**config.mk**
```make
export PLATFORM = sky130hd
export DESIGN_NAME = crossbar_2x2_sched
export DESIGN_NICKNAME = d
export VERILOG_FILES = /design/src/rtl/crossbar_pkg.sv /design/src/rtl/sync_fifo.sv /design/src/rtl/crossbar_2x2_sched.sv
export SDC_FILE = /design/constraint.sdc
export NUM_CORES = 1
export LEC_CHECK = 0
export CORE_ASPECT_RATIO = 0.7
export CORE_MARGIN = 2
export CORE_UTILIZATION = 45
export CTS_BUF_LIST = sky130_fd_sc_hd__clkbuf_4 sky130_fd_sc_hd__clkbuf_8 sky130_fd_sc_hd__clkbuf_16
export CTS_CLUSTER_DIAMETER = 150
export CTS_CLUSTER_SIZE = 28
export DETAILED_ROUTE_END_ITERATION = 7
export PLACE_DENSITY = 0.61
export SYNTH_ARGS = -nofsm -noshare
export SYNTH_HDL_FRONTEND = slang
export SYNTH_HIERARCHICAL = 1
export SYNTH_SLANG_ARGS = --single-unit
```
**constraint.sdc**
```tcl
create_clock -name clk -period 3.1 [get_ports clk]
set_input_delay 0.62 -clock clk [delete_from_list [all_inputs] [get_ports clk]]
set_output_delay 0.62 -clock clk [all_outputs]
set_load 0.05 [all_outputs]
```
**src/rtl/crossbar_pkg.sv**
```systemverilog
// Shared encodings and defaults for the 2x2 crossbar and its input scheduler.
//   CTRL_*  : crossbar select (straight = in1->out1/in2->out2, cross = swapped)
//   DEST_*  : destination bit carried with every request word
//   DATA_W  : default crossbar port width
//   DEPTH   : default per-input FIFO depth (power of two, >= 2)
package crossbar_pkg;

  localparam int DATA_W = 4;
  localparam int DEPTH  = 4;

  localparam logic CTRL_STRAIGHT = 1'b0;
  localparam logic CTRL_CROSS    = 1'b1;
  localparam logic DEST_OUT1     = 1'b0;
  localparam logic DEST_OUT2     = 1'b1;

  typedef enum logic {
    ST_IDLE = 1'b0,
    ST_BUSY = 1'b1
  } arb_state_t;

  // A word from in1 reaches its destination straight when dest = out1.
  // A word from in2 reaches its destination straight when dest = out2.
  function automatic logic ctrl_sel(input logic dest, input logic from_in2);
    return dest ^ from_in2;
  endfunction

endpackage

```
**src/rtl/sync_fifo.sv**
```systemverilog
// Synchronous FIFO with extra-MSB wrap pointers.
//   clk, rst_n : clock, asynchronous active-low reset (pointers only)
//   i_push     : write i_data (ignored while full)
//   i_pop      : drop head (ignored while empty)
//   o_full     : no free slot; a same-cycle pop does not clear it
//   o_empty    : no stored word
//   o_head     : oldest stored word (registered storage, no bypass)
module sync_fifo #(
  parameter int WIDTH = 5,
  parameter int DEPTH = 4
) (
  input  logic             clk,
  input  logic             rst_n,
  input  logic             i_push,
  input  logic [WIDTH-1:0] i_data,
  input  logic             i_pop,
  output logic             o_full,
  output logic             o_empty,
  output logic [WIDTH-1:0] o_head
);

  localparam int AW = $clog2(DEPTH);

  logic [WIDTH-1:0] r_mem [DEPTH];
  logic [AW:0]      r_wr_ptr;
  logic [AW:0]      r_rd_ptr;
  logic             w_wr_en;
  logic             w_rd_en;

  assign o_empty = (r_wr_ptr == r_rd_ptr);
  assign o_full  = (r_wr_ptr[AW] != r_rd_ptr[AW]) &&
                   (r_wr_ptr[AW-1:0] == r_rd_ptr[AW-1:0]);
  assign w_wr_en = i_push && !o_full;
  assign w_rd_en = i_pop && !o_empty;
  assign o_head  = r_mem[r_rd_ptr[AW-1:0]];

  always_ff @(posedge clk or negedge rst_n) begin
    if (!rst_n) begin
      r_wr_ptr <= '0;
      r_rd_ptr <= '0;
    end else begin
      if (w_wr_en) r_wr_ptr <= r_wr_ptr + 1'b1;
      if (w_rd_en) r_rd_ptr <= r_rd_ptr + 1'b1;
    end
  end

  // Storage is data only; emptiness is tracked by the pointers.
  always_ff @(posedge clk) begin
    if (w_wr_en) r_mem[r_wr_ptr[AW-1:0]] <= i_data;
  end

endmodule

```
**src/rtl/crossbar_2x2_sched.sv**
```systemverilog
// Input scheduler for the 2x2 crossbar: two request FIFOs, round-robin
// conflict arbitration and a registered launch stage driving the crossbar.
//   clk, rst_n              : clock, asynchronous active-low reset
//   inN_valid/ready/data/dest : upstream request stream N (dest 0 = out1)
//   xb_in1, xb_in2, control : registered crossbar inputs and select
//   outK_valid/ready        : per-output handshake toward downstream
module crossbar_2x2_sched #(
  parameter int DATA_W = 4,
  parameter int DEPTH  = 4
) (
  input  logic              clk,
  input  logic              rst_n,
  input  logic              in1_valid,
  output logic              in1_ready,
  input  logic [DATA_W-1:0] in1_data,
  input  logic              in1_dest,
  input  logic              in2_valid,
  output logic              in2_ready,
  input  logic [DATA_W-1:0] in2_data,
  input  logic              in2_dest,
  output logic [DATA_W-1:0] xb_in1,
  output logic [DATA_W-1:0] xb_in2,
  output logic              control,
  output logic              out1_valid,
  input  logic              out1_ready,
  output logic              out2_valid,
  input  logic              out2_ready
);

  import crossbar_pkg::*;

  localparam int FW = DATA_W + 1;

  logic              w_full1, w_empty1, w_full2, w_empty2;
  logic [FW-1:0]     w_head1, w_head2;
  logic              w_dest1, w_dest2;
  logic [DATA_W-1:0] w_data1, w_data2;
  logic              w_free, w_take1, w_take2, w_rr_nxt;
  arb_state_t        r_state, w_state_nxt;
  logic              r_rr_ptr;

  logic [DATA_W-1:0] r_xb1_p1, r_xb2_p1;
  logic              r_ctrl_p1, r_vld1_p1, r_vld2_p1;

  sync_fifo #(.WIDTH(FW), .DEPTH(DEPTH)) u_fifo1 (
    .clk     (clk),
    .rst_n   (rst_n),
    .i_push  (in1_valid),
    .i_data  ({in1_dest, in1_data}),
    .i_pop   (w_take1),
    .o_full  (w_full1),
    .o_empty (w_empty1),
    .o_head  (w_head1)
  );

  sync_fifo #(.WIDTH(FW), .DEPTH(DEPTH)) u_fifo2 (
    .clk     (clk),
    .rst_n   (rst_n),
    .i_push  (in2_valid),
    .i_data  ({in2_dest, in2_data}),
    .i_pop   (w_take2),
    .o_full  (w_full2),
    .o_empty (w_empty2),
    .o_head  (w_head2)
  );

  assign in1_ready = !w_full1;
  assign in2_ready = !w_full2;
  assign w_dest1   = w_head1[DATA_W];
  assign w_data1   = w_head1[DATA_W-1:0];
  assign w_dest2   = w_head2[DATA_W];
  assign w_data2   = w_head2[DATA_W-1:0];

  always_ff @(posedge clk or negedge rst_n) begin
    if (!rst_n) begin
      r_state  <= ST_IDLE;
      r_rr_ptr <= 1'b0;
    end else begin
      r_state  <= w_state_nxt;
      r_rr_ptr <= w_rr_nxt;
    end
  end

  // The stage moves as a whole: it advances only when every occupied
  // output is being accepted, so control never changes under a held word.
  always_comb begin
    w_take1     = 1'b0;
    w_take2     = 1'b0;
    w_rr_nxt    = r_rr_ptr;
    w_state_nxt = r_state;
    w_free      = (r_state == ST_IDLE) ||
                  ((!r_vld1_p1 || out1_ready) && (!r_vld2_p1 || out2_ready));
    if (w_free) begin
      if (!w_empty1 && !w_empty2) begin
        if (w_dest1 != w_dest2) begin
          w_take1 = 1'b1;
          w_take2 = 1'b1;
        end else begin
          w_take1  = !r_rr_ptr;
          w_take2  = r_rr_ptr;
          w_rr_nxt = !r_rr_ptr;
        end
      end else begin
        w_take1 = !w_empty1;
        w_take2 = !w_empty2;
      end
      w_state_nxt = (w_take1 || w_take2) ? ST_BUSY : ST_IDLE;
    end
  end

  // ---- launch stage (p1): registered crossbar inputs ----
  always_ff @(posedge clk or negedge rst_n) begin
    if (!rst_n) begin
      r_xb1_p1  <= '0;
      r_xb2_p1  <= '0;
      r_ctrl_p1 <= CTRL_STRAIGHT;
      r_vld1_p1 <= 1'b0;
      r_vld2_p1 <= 1'b0;
    end else if (w_free) begin
      r_vld1_p1 <= (w_take1 && (w_dest1 == DEST_OUT1)) ||
                   (w_take2 && (w_dest2 == DEST_OUT1));
      r_vld2_p1 <= (w_take1 && (w_dest1 == DEST_OUT2)) ||
                   (w_take2 && (w_dest2 == DEST_OUT2));
      // With two launches the dests differ, so in1's dest decides control.
      if (w_take1) begin
        r_xb1_p1  <= w_data1;
        r_ctrl_p1 <= ctrl_sel(w_dest1, 1'b0);
      end else if (w_take2) begin
        r_ctrl_p1 <= ctrl_sel(w_dest2, 1'b1);
      end
      if (w_take2) r_xb2_p1 <= w_data2;
    end
  end

  assign xb_in1     = r_xb1_p1;
  assign xb_in2     = r_xb2_p1;
  assign control    = r_ctrl_p1;
  assign out1_valid = r_vld1_p1;
  assign out2_valid = r_vld2_p1;

endmodule

```
Word-level counts from Yosys, hierarchy flattened
Memories as Yosys holds them, arrays and structs flattened.
Cells that the tools add are included.
Widths: inputs -> output; s select.
{ "word_totals": {"inputBits": 16, "n_memories": 2, "reg_bits": 25, "elab_cells": 73, "ramBits": 40} }
{ "op_classes": {"bitwise_logic": 4, "n_eq_ne": 7, "reduce_logical": 30, "add_sub_neg": 4, "muxes": 15} }
{ "mem_list": {"columns": ["name", "depth", "width", "read_ports", "rd_clocked_by_memory_dff", "write_ports", "line", "source"], "rows": [
  ["u_fifo1.r_mem", 4, 5, 1, 0, 1, "sync_fifo.sv:24", "logic [WIDTH-1:0] r_mem [DEPTH];"],
  ["u_fifo2.r_mem", 4, 5, 1, 0, 1, "sync_fifo.sv:24", null]
]} }
{ "ops": {"columns": ["op", "count"], "rows": [
  ["$mux 1", 15],
  ["$add 3x1->3 const B", 4],
  ["$logic_and 1x1->1", 12],
  ["$logic_not 1->1", 7],
  ["$eq 3x3->1", 2],
  ["$logic_or 1x1->1", 6],
  ["$reduce_and 2->1", 3],
  ["$eq 2x2->1", 2],
  ["$not 1->1", 4],
  ["$ne 1x1->1", 3],
  ["$reduce_and 3->1", 1],
  ["$reduce_bool 2->1", 1]
]} }

Depth between registers and ports, before layout
Gate-level depths: netlist of run 1.
{ "depth": {"depth_word": 8, "depth_mapped": 10, "mapped_depth_nobuf": 9} }

Modules after synthesis
The synthesis of run 1 kept the hierarchy.
{ "modules_own_cells": {"columns": ["module", "cells_each", "area_each_um2", "instances"], "rows": [
  ["sync_fifo (u_fifo2)", 75, 1249.9, 1],
  ["sync_fifo (u_fifo1)", 75, 1203.7, 1],
  ["crossbar_2x2_sched", 48, 645.6, 1]
]} }

Least setup slack after synthesis of run 1
No wires, ideal clock.
{ "synth_timing": {"kind": "register -> register", "start": "register u_fifo2.r_rd_ptr[0]", "end": "register u_fifo1.r_rd_ptr[1]", "path_buffers": 2, "setup_ps": 94, "arrival_ps": 1990, "slack_ps": 1016, "path_stages_with_launch": 10, "t_required_ps": 3006, "cell_sequence": "dfrtp_1 > buf_6 > mux4_2 > xnor2_2 > nand2_1 > and3b_1 > buf_6 > nand2b_1 > o31ai_1 > a211oi_1"} }
{ "synth_between": {"elab_chain_len": 7, "elab_cells_between_ends": 10, "classes_between": "eq/ne (2); mux (4); reduce/logical (3); memory (1)"} }
{ "synth_rtl": {"columns": ["item", "line", "source"], "rows": [
  ["from (decl)", "sync_fifo.sv:26", "logic [AW:0] r_rd_ptr;"],
  ["from (signal assigned)", "sync_fifo.sv:43", "if (w_rd_en) r_rd_ptr <= r_rd_ptr + 1'b1;"],
  ["$mem_v2 4x5", null, null],
  ["named net w_head2[4]", "crossbar_2x2_sched.sv:35", "logic [FW-1:0] w_head1, w_head2;"],
  ["$ne 1x1->1", "crossbar_2x2_sched.sv:95", "if (w_dest1 != w_dest2) begin"],
  ["$mux 1", "crossbar_2x2_sched.sv:95", null],
  ["$mux 1", "crossbar_2x2_sched.sv:94", "if (!w_empty1 && !w_empty2) begin"],
  ["$mux 1 (2 in a row)", "crossbar_2x2_sched.sv:93", "if (w_free) begin"],
  ["named net w_take1", "crossbar_2x2_sched.sv:38", "logic w_free, w_take1, w_take2, w_rr_nxt;"],
  ["$logic_and 1x1->1", "sync_fifo.sv:34", "assign w_rd_en = i_pop && !o_empty;"],
  ["to (signal assigned)", "sync_fifo.sv:43", null],
  ["to (decl)", "sync_fifo.sv:26", null]
]} }
The timed path passes the listed nets, and every way through them passes these cells. The select of a mux whose other input is x is not followed.
A chain may end at the register's enable or synchronous reset.

Final worst setup path of run 1
{ "layout_timing": {"start": "register u_fifo1.r_wr_ptr[0]", "end": "output in1_ready"} }
{ "layout_between": {"elab_chain_len": 3} }
{ "layout_rtl": {"columns": ["item", "line", "source"], "rows": [
  ["from (decl)", "sync_fifo.sv:25", "logic [AW:0] r_wr_ptr;"],
  ["from (signal assigned)", "sync_fifo.sv:42", "if (w_wr_en) r_wr_ptr <= r_wr_ptr + 1'b1;"],
  ["$eq 2x2->1", "sync_fifo.sv:32", "(r_wr_ptr[AW-1:0] == r_rd_ptr[AW-1:0]);"],
  ["$logic_and 1x1->1", "sync_fifo.sv:31", "assign o_full = (r_wr_ptr[AW] != r_rd_ptr[AW]) &&"],
  ["named net w_full1", "crossbar_2x2_sched.sv:34", "logic w_full1, w_empty1, w_full2, w_empty2;"],
  ["$logic_not 1->1", "crossbar_2x2_sched.sv:67", "assign in1_ready = !w_full1;"],
  ["to (decl)", "crossbar_2x2_sched.sv:14", "output logic in1_ready,"]
]} }
The timed path passes the listed nets, and every way through them passes these cells.

==> results of run 1 <==
## layout by cell type (no fill, tap or decap), drive strengths merged, types with 2 or more instances in the layout
cell | Yosys | routed
o21a | 2 | 2
buf | 5 | 7
edfxtp | 40 | 40
clkinv | 0 | 2
nor3 | 3 | 3
mux2 | 9 | 9
mux4 | 10 | 10
clkdlybuf4s50 | 0 | 28
nor2 | 3 | 3
nor2b | 3 | 3
o31ai | 9 | 9
xnor2 | 11 | 11
nand2b | 4 | 4
inv | 13 | 17
clkbuf | 0 | 9
ha | 10 | 10
a211oi | 4 | 4
and3 | 6 | 6
nand2 | 6 | 6
xor2 | 9 | 9
a31oi | 3 | 3
nand3 | 4 | 4
a21oi | 9 | 9
dfrtp | 25 | 25
a21boi | 2 | 2
## logic make-up after synthesis
family	Yosys count	synth area share (%)
buffers and inverters	18	3.15
flip-flops	65	58.9
AND/OR/NAND/NOR	32	6.46
multiplexers	19	11.0
adder cells (fa/ha/maj)	10	4.04
AO/OA/AOI/OAI	34	9.04
XOR/XNOR	20	7.35
## power breakdown
part	internal, mW	switching, mW	total (mW)
combinational	0.994	1.30	2.30
sequential	1.21	0.206	1.42
clock	0.388	0.364	0.752
## per-stage QoR
step	std cells	instance area, sq um	hold WS [ns]	setup slack [ns]
6_report	338	3710	0.489	0.261
5_1_grt	338	3710	0.520	0.103
4_1_cts	338	3710	0.495	0.242
3_5_place_dp	322	3500	0.479	0.608
3_3_place_gp	322	3500	0.470	0.623
2_1_floorplan	198	3100	0.324	1.02
## synthesized netlist by cell type
master	count	area [sq um]
a211oi_1	3	22.5
a211oi_2	1	12.5
a21boi_0	2	15.0
a21o_2	1	8.76
a21oi_1	8	40.0
a21oi_2	1	8.76
a2bb2oi_1	1	8.76
a31oi_1	1	6.26
a31oi_2	1	12.5
a31oi_4	1	21.3
and2_1	1	6.26
and3_1	6	37.5
and3b_1	1	8.76
and4bb_2	1	12.5
buf_4	2	15.0
buf_6	3	33.8
dfrtp_1	25	626
edfxtp_1	40	1200
ha_1	10	125
inv_1	13	48.8
mux2_2	5	56.3
mux2_4	4	60.1
mux4_2	10	225
nand2_1	5	18.8
nand2_2	1	6.26
nand2b_1	4	25.0
nand3_1	3	15.0
nand3_2	1	10.0
nor2_1	3	11.3
nor2b_1	1	6.26
nor2b_4	2	27.5
nor3_1	3	15.0
o21a_1	2	15.0
o21ai_4	1	16.3
o221ai_1	1	8.76
o22ai_1	1	6.26
o31ai_1	7	52.6
o31ai_2	2	25.0
xnor2_1	8	70.1
xnor2_2	3	48.8
xor2_1	5	43.8
xor2_2	4	65.1
## worst paths after layout
check	start	end	depth (start not counted)
worst max-delay path	u_fifo1/r_wr_ptr[0]$_DFFE_PN0P_	in1_ready	5
worst min-delay path	r_rr_ptr$_DFFE_PN0P_	r_rr_ptr$_DFFE_PN0P_	1
worst max register to register	u_fifo1/r_rd_ptr[0]$_DFFE_PN0P_	u_fifo1/r_rd_ptr[1]$_DFFE_PN0P_	8
worst min register to register	r_rr_ptr$_DFFE_PN0P_	r_rr_ptr$_DFFE_PN0P_	1
max in group asynchronous	rst_n	u_fifo1/r_rd_ptr[0]$_DFFE_PN0P_	2
min in group asynchronous	rst_n	u_fifo1/r_wr_ptr[1]$_DFFE_PN0P_	2
## worst max-delay path, stage by stage (launching register included)
cell             delay (ns)
dfrtp_1                0.48
xnor2_1                0.41
nand3_1                0.19
inv_1                  0.09
inv_1                  0.04
clkdlybuf4s50_1        0.68
## final cells by class
class / instances / area [sq um] / area share [%]
sequential: 65 / 1830 / 49.2
multi-input combinational: 115 / 1170 / 31.7
timing repair buffer: 35 / 333 / 8.97
clock buffer: 9 / 124 / 3.34
tap: 94 / 118 / 3.17
clock inverter: 7 / 85.1 / 2.29
inverter: 13 / 48.8 / 1.32
## registers in the layout (all words and copies together), names as in the netlist, 3 cells and up
register	flops
u_fifo1/r_mem	20
u_fifo2/r_mem	20
xb_in1	4
xb_in2	4
u_fifo1/r_rd_ptr	3
u_fifo1/r_wr_ptr	3
u_fifo2/r_rd_ptr	3
u_fifo2/r_wr_ptr	3
## metal layers
layer	global-route usage (%)	up-vias	routed length, um
met4	5.70	0	72
li1	-	823	-
met5	0	-	0
met1	25.7	877	2940
met3	5.42	8	248
met2	21.7	38	2250
==> impl_metrics.toml, run 1 <==
[synthesis]
synth_seq_cells = 65
synthCells = 198
syn_avg_cell_area_sq_um = 15.7
syn_nets = 224
ys_warn_count = 6
synth.cell_area_sq_mm = 0.00310
seq_area_frac_synth_pct = 58.9
synth.distinct_cells = 42

[timing]
worst_pin_slew_ns = 0.516
max_freq_mhz = 352
rsz0062_at_grt = "false"
setup_tns_ns = 0
slew_viol_final = 0
finalHoldViolCount = 0
setup_viol = 0
period_share_pct = 91.6
fin_worst_skew_ns = 0.0112
period_needed_ns = 2.84
slew-limit-headroom_pct = 65.5

[detailed_routing]
final_antenna_net_count = 0
drtIter0Drc = 67
drt_pass1_iterations = 4
vias_per_cell = 5.17
vias = 1746
drc = 0
wl_per_cell_um = 16.3
wirelength_mm = 5.50

[cts]
cts-root-buf = "clkbuf_8"
worst_skew_pair.late_latency_ns = 0.34
htree_levels = 3
postCtsSetupRepairBufs = 0
cts_tree = "yes"
clk_pin_slew_ns = 0.08
cts.sinks = 65
clk_path_buf_depth = 2
numCtsBuffers = 9
post_cts_resized = 0
hold_buffers = 0

[cells_and_area]
final_nets = 265
diodes = 0
fin_util_pct = 55.4
fill_cells = 559
synthToLayoutAreaGrowth_pct = 19.7
drive_gt1_share_pct = 25.4

[global_routing]
grt-ovfl-total = 0
grt_pass1_vias = 1726
grt_max_degree = 26
grt_usage_pct = 16.6
antenna_found_initial = 0
grt_pass1_wl_mm = 9.00

[critical_path]
critPathCaptureType = "primary output"
worstSetupPathType = "reg -> out"
worst_setup_path_start_kind = "flip-flop"
critPathRequiredTime_ns = 2.48
crit_fanout = 6
reg2reg_slack_ns = 0.69
crit_arrival_ns = 2.22

[floorplan]
io_pins = 29
core_sq_mm = 0.00669
initial_core_util_pct = 46.3
die_area_sq_mm = 0.00758
rows = 25
dieHeight_um = 73.4
die_w_um = 103

[power_and_ir_drop]
power_density_mw_per_mm2 = 1200
p_total_mw = 4.47
vdd_drop_max_mv = 0.507
leakage_nw = 1.42

[placement]
gp_congestion = 0.769
port_buffers = 28
dp_hpwl_mm = 3.86

[min_path]
hold_class = "reg -> reg"

[run]
max_cap_violations = 0

[run_status]
outcome = "complete, no violations"
Power figures use the tool's default switching activity.
==> run 2: changes to the inputs <==
CTS_CLUSTER_SIZE = 12   (was 28)
TNS_END_PERCENT = 5   (was default)
==> results of run 2 <==
No change in the layout: final DEF, timing and power equal those of run 1.
==> run 3: changes to the inputs <==
TNS_END_PERCENT = default   (was 5)
==> results of run 3 <==
No change in the layout: final DEF, timing and power equal those of run 1.
